### src/rtl/fetch_seq.sv
// Instruction fetch sequencer: drives PC updates and memory reads,
// and hands fetched words to decode over a valid/ready pair.
module fetch_seq #(
  parameter int size = 16
) (
  input  logic            clk,
  input  logic            rst,
  input  logic            en,
  input  logic            halt,
  input  logic [size-1:0] pcIn,
  output logic            pcWr,
  output logic [size-1:0] pcNext,
  output logic            memReq,
  output logic [size-1:0] memAddr,
  input  logic            memAck,
  input  logic [size-1:0] memData,
  input  logic            brTaken,
  input  logic [size-1:0] brTarget,
  output logic [size-1:0] instr,
  output logic            instrValid,
  input  logic            instrReady
);

  typedef enum logic [2:0] {
    IDLE,
    REQ,
    UPD,
    HOLD,
    FLUSH,
    HALT
  } state_t;

  state_t          state;
  state_t          stateNx;
  logic [size-1:0] nextPc;
  logic [size-1:0] nextPcNx;
  logic [size-1:0] instrNx;
  logic            validNx;
  logic            xfer;

  assign xfer = instrValid & instrReady;

  always_ff @(posedge clk or negedge rst) begin
    if (!rst) begin
      state      <= IDLE;
      nextPc     <= '0;
      instr      <= '0;
      instrValid <= 1'b0;
    end else begin
      state      <= stateNx;
      nextPc     <= nextPcNx;
      instr      <= instrNx;
      instrValid <= validNx;
    end
  end

  always_comb begin
    stateNx  = state;
    nextPcNx = nextPc;
    instrNx  = instr;
    validNx  = instrValid & ~xfer;
    unique case (state)
      IDLE: begin
        if (en) stateNx = REQ;
      end
      REQ: begin
        if (brTaken) begin
          nextPcNx = brTarget;
          validNx  = 1'b0;
          stateNx  = memAck ? UPD : FLUSH;
        end else if (memAck) begin
          instrNx  = memData;
          validNx  = 1'b1;
          nextPcNx = pcIn + size'(2);
          stateNx  = UPD;
        end
      end
      UPD: begin
        if (halt) begin
          stateNx = HALT;
        end else if (brTaken) begin
          // re-enter UPD so the redirect gets its own PC write
          nextPcNx = brTarget;
          validNx  = 1'b0;
          stateNx  = UPD;
        end else if (instrValid && !instrReady) begin
          stateNx = HOLD;
        end else begin
          stateNx = REQ;
        end
      end
      HOLD: begin
        if (brTaken) begin
          nextPcNx = brTarget;
          validNx  = 1'b0;
          stateNx  = UPD;
        end else if (xfer) begin
          stateNx = REQ;
        end
      end
      FLUSH: begin
        if (brTaken) nextPcNx = brTarget;
        if (memAck) stateNx = UPD;
      end
      HALT: begin
        stateNx = HALT;
      end
      default: begin
        stateNx = IDLE;
      end
    endcase
  end

  // strobes decode straight from state so reset clears them at once
  assign pcWr    = (state == UPD);
  assign pcNext  = nextPc;
  assign memReq  = (state == REQ) || (state == FLUSH);
  assign memAddr = memReq ? pcIn : '0;

endmodule
### config.mk
export PLATFORM = sky130hd
export DESIGN_NAME = fetch_seq
export DESIGN_NICKNAME = d
export VERILOG_FILES = /design/src/rtl/fetch_seq.sv
export SDC_FILE = /design/constraint.sdc
export NUM_CORES = 1
export LEC_CHECK = 0
export ABC_AREA = 1
export ABC_CLOCK_PERIOD_IN_PS = 4300
export BUFFER_PORTS_ARGS = -buffer_cell sky130_fd_sc_hd__buf_2
export CORE_UTILIZATION = 30
export DETAILED_ROUTE_END_ITERATION = 12
export PLACE_DENSITY = 0.66
export REMOVE_ABC_BUFFERS = 1
export SLEW_MARGIN = 20
export SYNTH_ARGS = -nofsm -noshare
export SYNTH_HDL_FRONTEND = slang
export SYNTH_SLANG_ARGS = --single-unit
### constraint.sdc
create_clock -name clk -period 4.3 [get_ports clk]
set_input_delay 0.645 -clock clk [delete_from_list [all_inputs] [get_ports clk]]
set_output_delay 0.645 -clock clk [all_outputs]
set_load 0.005 [all_outputs]
==> results of run 1 <==
[flip-flops by register name, indices dropped and copies added, names as in the netlist]
name / count
pcNext: 16
instr: 16
instrValid: 1
state: 3
[cells in the mapped netlist]
library cell  instances  area (um2)
inv_1                40         150
xor2_1                1        8.76
nand2_1             110         413
buf_6                 1        11.3
nor2_8                1        20.0
buf_2                 3        15.0
nor2_4                1        11.3
nand3_1              28         140
nor3_1                3        15.0
nand2_2               2        12.5
o21a_1                1        7.51
nand3_2               1        10.0
o21ai_0              24         120
nand3_4               1        17.5
ha_1                  1        12.5
a21oi_1               2        10.0
o211ai_1              2        15.0
inv_2                 1        3.75
buf_4                 3        22.5
nand2_4               1        11.3
clkbuf_1              2        7.51
dfrtp_1              36         901
or2_2                 4        25.0
a22oi_1               1        7.51
nor2_1               49         184
nand4_1               5        31.3
[logic make-up (layout without fill, tap and decap cells)]
kind of cell	after synthesis	after routing	synth area share
XOR/XNOR	1	1	0.00401
AND/OR/NAND/NOR	206	206	0.408
buffers and inverters	50	154	0.0963
flip-flops	36	36	0.413
adder cells (fa/ha/maj)	1	1	0.00573
AO/OA/AOI/OAI	30	30	0.0734
[power breakdown]
group          internal (mW)  total [mW]  leakage, nW  switching (mW)
combinational          0.346       0.866         1.20           0.520
clock                  0.131       0.252       0.0455           0.121
sequential             0.504       0.597        0.446          0.0926
total                  0.981        1.71         1.69           0.733
[worst max-delay path by stage]
stage	start	end	cells after the start	slack, ps
final	state[1]	memAddr[13]	6	1860
after global routing	state[0]	memAddr[15]	7	1710
after CTS	state[0]	memAddr[15]	6	1850
after detailed placement	brTaken	instr[1]	4	2050
after global placement	brTaken	instr[15]	4	2090
after floorplan	state[1]	memAddr[0]	5	2510
[layout make-up]
| cell class | count | area share |
|---|---|---|
| timing repair buffer | 105 | 0.184 |
| sequential | 36 | 0.315 |
| tap | 96 | 0.0420 |
| multi-input combinational | 238 | 0.375 |
| inverter | 41 | 0.0538 |
| clock buffer | 8 | 0.0315 |
[layer usage]
layer  track usage  vias to the layer above
met5             0                        -
met4        0.0343                        0
met3        0.0474                        4
met2         0.261                       86
met1         0.207                     1035
li1              -                     1216
[metrics by stage]
step	util	std cells	power [mW]
after floorplan	-	315	1.11
after global placement	0.401	516	1.46
after detailed placement	0.401	516	1.48
after CTS	0.414	524	1.74
after global routing	0.414	524	1.89
final	0.414	524	1.71
==> metrics, run 1 <==
CP top delay family simple AND/OR/NAND/NOR gates; storage element area 901 um2; FILL cells 773; Register-to-Register Setup Slack 2580 ps; maximum root-to-sink buffer count 2; die width 87.3 um; post-DP HPWL 4500 um; Detailed Route WL 5860 um; Diodes inserted 0; clock period minus worst slack 2440 ps; TritonCTS buffer count 5; Max Cap Viol 0; port bufs 105; Gate Count Post-Synth 324; detailed-route wire length per cell 11.2 um; postcts setup bufs 0; Clock Skew 7.26 ps; GR Util All Layers 0.159; R2R depth 6; core footprint 6910 um2; first-pass GRT wire length 9420 um; CTS Root Cell clkbuf_8; Placed Area 2770 um2; Worst-Margin Slew 835 ps; post-CTS sizing 0; Vias/cell 4.47; reg2reg start state[0]; DR DRC count 0; vias in the first global route 2101; RR Endpoint instr[8]; Fin. Hold Viols 0; crit-path max FO 16; number of sinks on the clock net 36; unrepaired setup endpoints after global routing no; Final period util 0.566; synth-to-layout area growth 31.1%; die area 7620 um2; Post-layout nets 483; CTS H-tree lvls 2; design area 2860 um2; gr ovfl total 0; WL met2 2730 um; share of cells above drive strength 1 0.287; Leak 1.69 nW; Power Density 599 nW/um2; Hold-fix buffers, CTS 0; Required @ worst endpoint 3650 ps; Buf+Inv Stages, Crit Path 2; critical path type flop to output pin; clk_lat worst skew 290 ps; cell breakdown of the critical path nor2_1, nand2_1, nand2_1, inv_1, nor2_1, buf_2; first-pass detailed-route iteration total 4; sequential share of the synthesized area 0.413; Initial Util 0.316; commonest non-fill, non-tap cell in the layout nand2_1; status finished clean; WHS 449 ps; initial detailed-routing violation count 109; Worst setup SP type flop; CTS tree done; Max-Slew Margin vs Limit 0.443; antenna violations before repair 0; total negative slack 0 ps; critical path capture point type output pin; CP arrival 1790 ps; area of the multi-input gates 1070 um2; YS warnings 0; most frequent cells in the layout 110 x nand2_1, 105 x buf_2, 49 x nor2_1, 40 x inv_1, 36 x dfrtp_1; mapped cell area 2180 um2; Die Y 87.3 um; peak supply drop 0.000312 V; synthesized area per cell 6.74 um2; Critical-path top delay cell dfrtp_1; Final setup viols 0; vias 2341; Fmax 0.411 GHz; Routed Antenna Nets 0; post-place setup slack 2050 ps; Yosys cell types 26; Metal-1 WL 2660 um; largest net degree at the start of global routing 37; row count 30; Clock Pin Slew Worst Setup and Hold Paths 70 ps; Critical Path Max Stage Delay 420 ps; IO Pins 106; Yosys reg bits 36; DR WL met3 438 um; Worst Hold Class input pin to async pin; Final GP Congestion 0.864; Pins Over Slew Limit 0; Final WS setup 1860 ps; Max Used Layer met4
No activity file was read; power rests on OpenSTA's default activity.
==> inputs of run 2 (changes only) <==
ABC_CLOCK_PERIOD_IN_PS = 2500   (was 4300)
clock period = 2.5 ns   (was 4.3 ns; I/O delays follow)
==> metrics, run 2 (same netlist as run 1, synthesis figures left out) <==
core footprint 6910 um2 (unchanged); gr ovfl total 0 (unchanged); unrepaired setup endpoints after global routing no; WHS 171 ps (-278 ps); clock period minus worst slack 2160 ps; TritonCTS buffer count 5 (unchanged); Worst Hold Class input pin to async pin; FILL cells 761 (-1.6%); CP arrival 1790 ps (about the same); Detailed Route WL 5850 um (-0.26%); Power Density 1030 nW/um2 (+73%); Leak 1.69 nW (+0.29%); Max Cap Viol 0 (unchanged); Clock Skew 4.63 ps (-2.63 ps); die area 7620 um2 (unchanged); status finished clean; Buf+Inv Stages, Crit Path 2 (unchanged); number of sinks on the clock net 36 (unchanged); Fin. Hold Viols 0 (unchanged); detailed-route wire length per cell 11.2 um (about the same); Initial Util 0.316 (unchanged); Pins Over Slew Limit 0 (unchanged); Critical Path Max Stage Delay 420 ps (about the same); crit-path max FO 16 (unchanged); critical path type flop to output pin; Final Util 0.415 (+0.000906); CTS Root Cell clkbuf_8; Worst setup SP type flop; vias 2357 (+0.68%); CTS tree done; DR DRC count 0 (unchanged); post-DP HPWL 4520 um (+0.47%); Clock Pin Slew Worst Setup and Hold Paths 70 ps (about the same); cell breakdown of the critical path nor2_1, nand2_1, nand2_1, inv_1, nor2_1, buf_2; most frequent cells in the layout 110 x nand2_1, 105 x buf_2, 49 x nor2_1, 40 x inv_1, 36 x dfrtp_1; share of cells above drive strength 1 0.290 (+0.00301); CTS H-tree lvls 2 (unchanged); die width 87.3 um (unchanged); CP top delay family simple AND/OR/NAND/NOR gates; vias in the first global route 2079 (-1.0%); Routed Antenna Nets 0 (unchanged); Vias/cell 4.51 (+0.88%); Required @ worst endpoint 2120 ps (-1530 ps); port bufs 105 (unchanged); Placed Area 2770 um2 (unchanged); Worst-Margin Slew 839 ps (+4.51 ps); IO Pins 106 (unchanged); Diodes inserted 0 (unchanged); peak supply drop 0.000395 V (+27%); antenna violations before repair 0 (unchanged); first-pass detailed-route iteration total 4 (unchanged); design area 2870 um2 (+0.22%); maximum root-to-sink buffer count 2 (unchanged); Post-layout nets 483 (unchanged); row count 30 (unchanged); Die Y 87.3 um (unchanged); clk_lat worst skew 290 ps (about the same); first-pass GRT wire length 9360 um (-0.58%); Final setup viols 0 (unchanged); Hold-fix buffers, CTS 0 (unchanged); Final period util 0.864; critical path capture point type output pin; DP Cell Count 516 (unchanged); Fmax 0.463 GHz; total negative slack 0 ps (unchanged); largest net degree at the start of global routing 37 (unchanged); initial detailed-routing violation count 105 (-3.7%); Critical-path top delay cell dfrtp_1; Max-Slew Margin vs Limit 0.440 (-0.00301); post-CTS sizing 0 (unchanged); fin cells 523 (-0.19%); Final GP Congestion 0.864 (unchanged); synth-to-layout area growth 31.4%; GR Util All Layers 0.157 (-0.00237); commonest non-fill, non-tap cell in the layout nand2_1; postcts setup bufs 0 (unchanged)
[run 2: cell count changes in the layout (fill, tap and decap cells not counted)]
cell,previous run,this run
clkbuf_8,6,7
clkbuf_1,2,0
[run 2: where the power goes]
part / leakage [nW] / switching, mW / internal (mW) / total [mW]
combinational: 1.20 / 0.894 / 0.595 / 1.49
clock: 0.0503 / 0.206 / 0.245 / 0.452
sequential: 0.446 / 0.159 / 0.868 / 1.03
total: 1.69 / 1.26 / 1.71 / 2.97
[run 2: layout make-up]
class / instances / area [um2] / share of cell area
well taps: 96 / 120 / 0.0419
inverters: 41 / 154 / 0.0536
flip-flops and latches: 36 / 901 / 0.314
clock buffers: 7 / 96.3 / 0.0336
multi-input cells: 238 / 1070 / 0.374
repair buffers: 105 / 526 / 0.183
[run 2: worst reg2reg max path, cell delays in order (launching register included)]
cell and delay, ps:
dfrtp_1 420, nor2_1 200, nand2_1 140, inv_1 90, nand3_2 390, o21ai_0 360
[run 2: layer usage]
layer | GRT usage | routed length, um | vias to the layer above | share of wire
li1 | - | - | 1214 | -
met1 | 0.205 | 2680 | 1056 | 0.46
met2 | 0.259 | 2750 | 81 | 0.47
met3 | 0.0379 | 374 | 6 | 0.064
met4 | 0.0402 | 40 | 0 | 0.0068
met5 | 0 | 0 | - | 0
[run 2: worst paths after layout]
kind / from / end / slack, ps / cells after the start
min: rst / pcNext[1] / 170 / 1
min in group clk: memData[13] / instr[13] / 330 / 3
min reg2reg: pcNext[4] / pcNext[4] / 480 / 2
max reg2reg: state[1] / instr[11] / 810 / 5
max: state[1] / memAddr[11] / 340 / 6
max in group asynchronous: rst / state[2] / 1780 / 1
[run 2: through the flow]
stage | total power, mW | setup slack, ps
2_1_floorplan | 1.91 | 980
4_1_cts | 3.01 | 338
3_5_place_dp | 2.54 | 470
5_1_grt | 3.27 | 183
3_3_place_gp | 2.51 | 563
6_report | 2.97 | 340
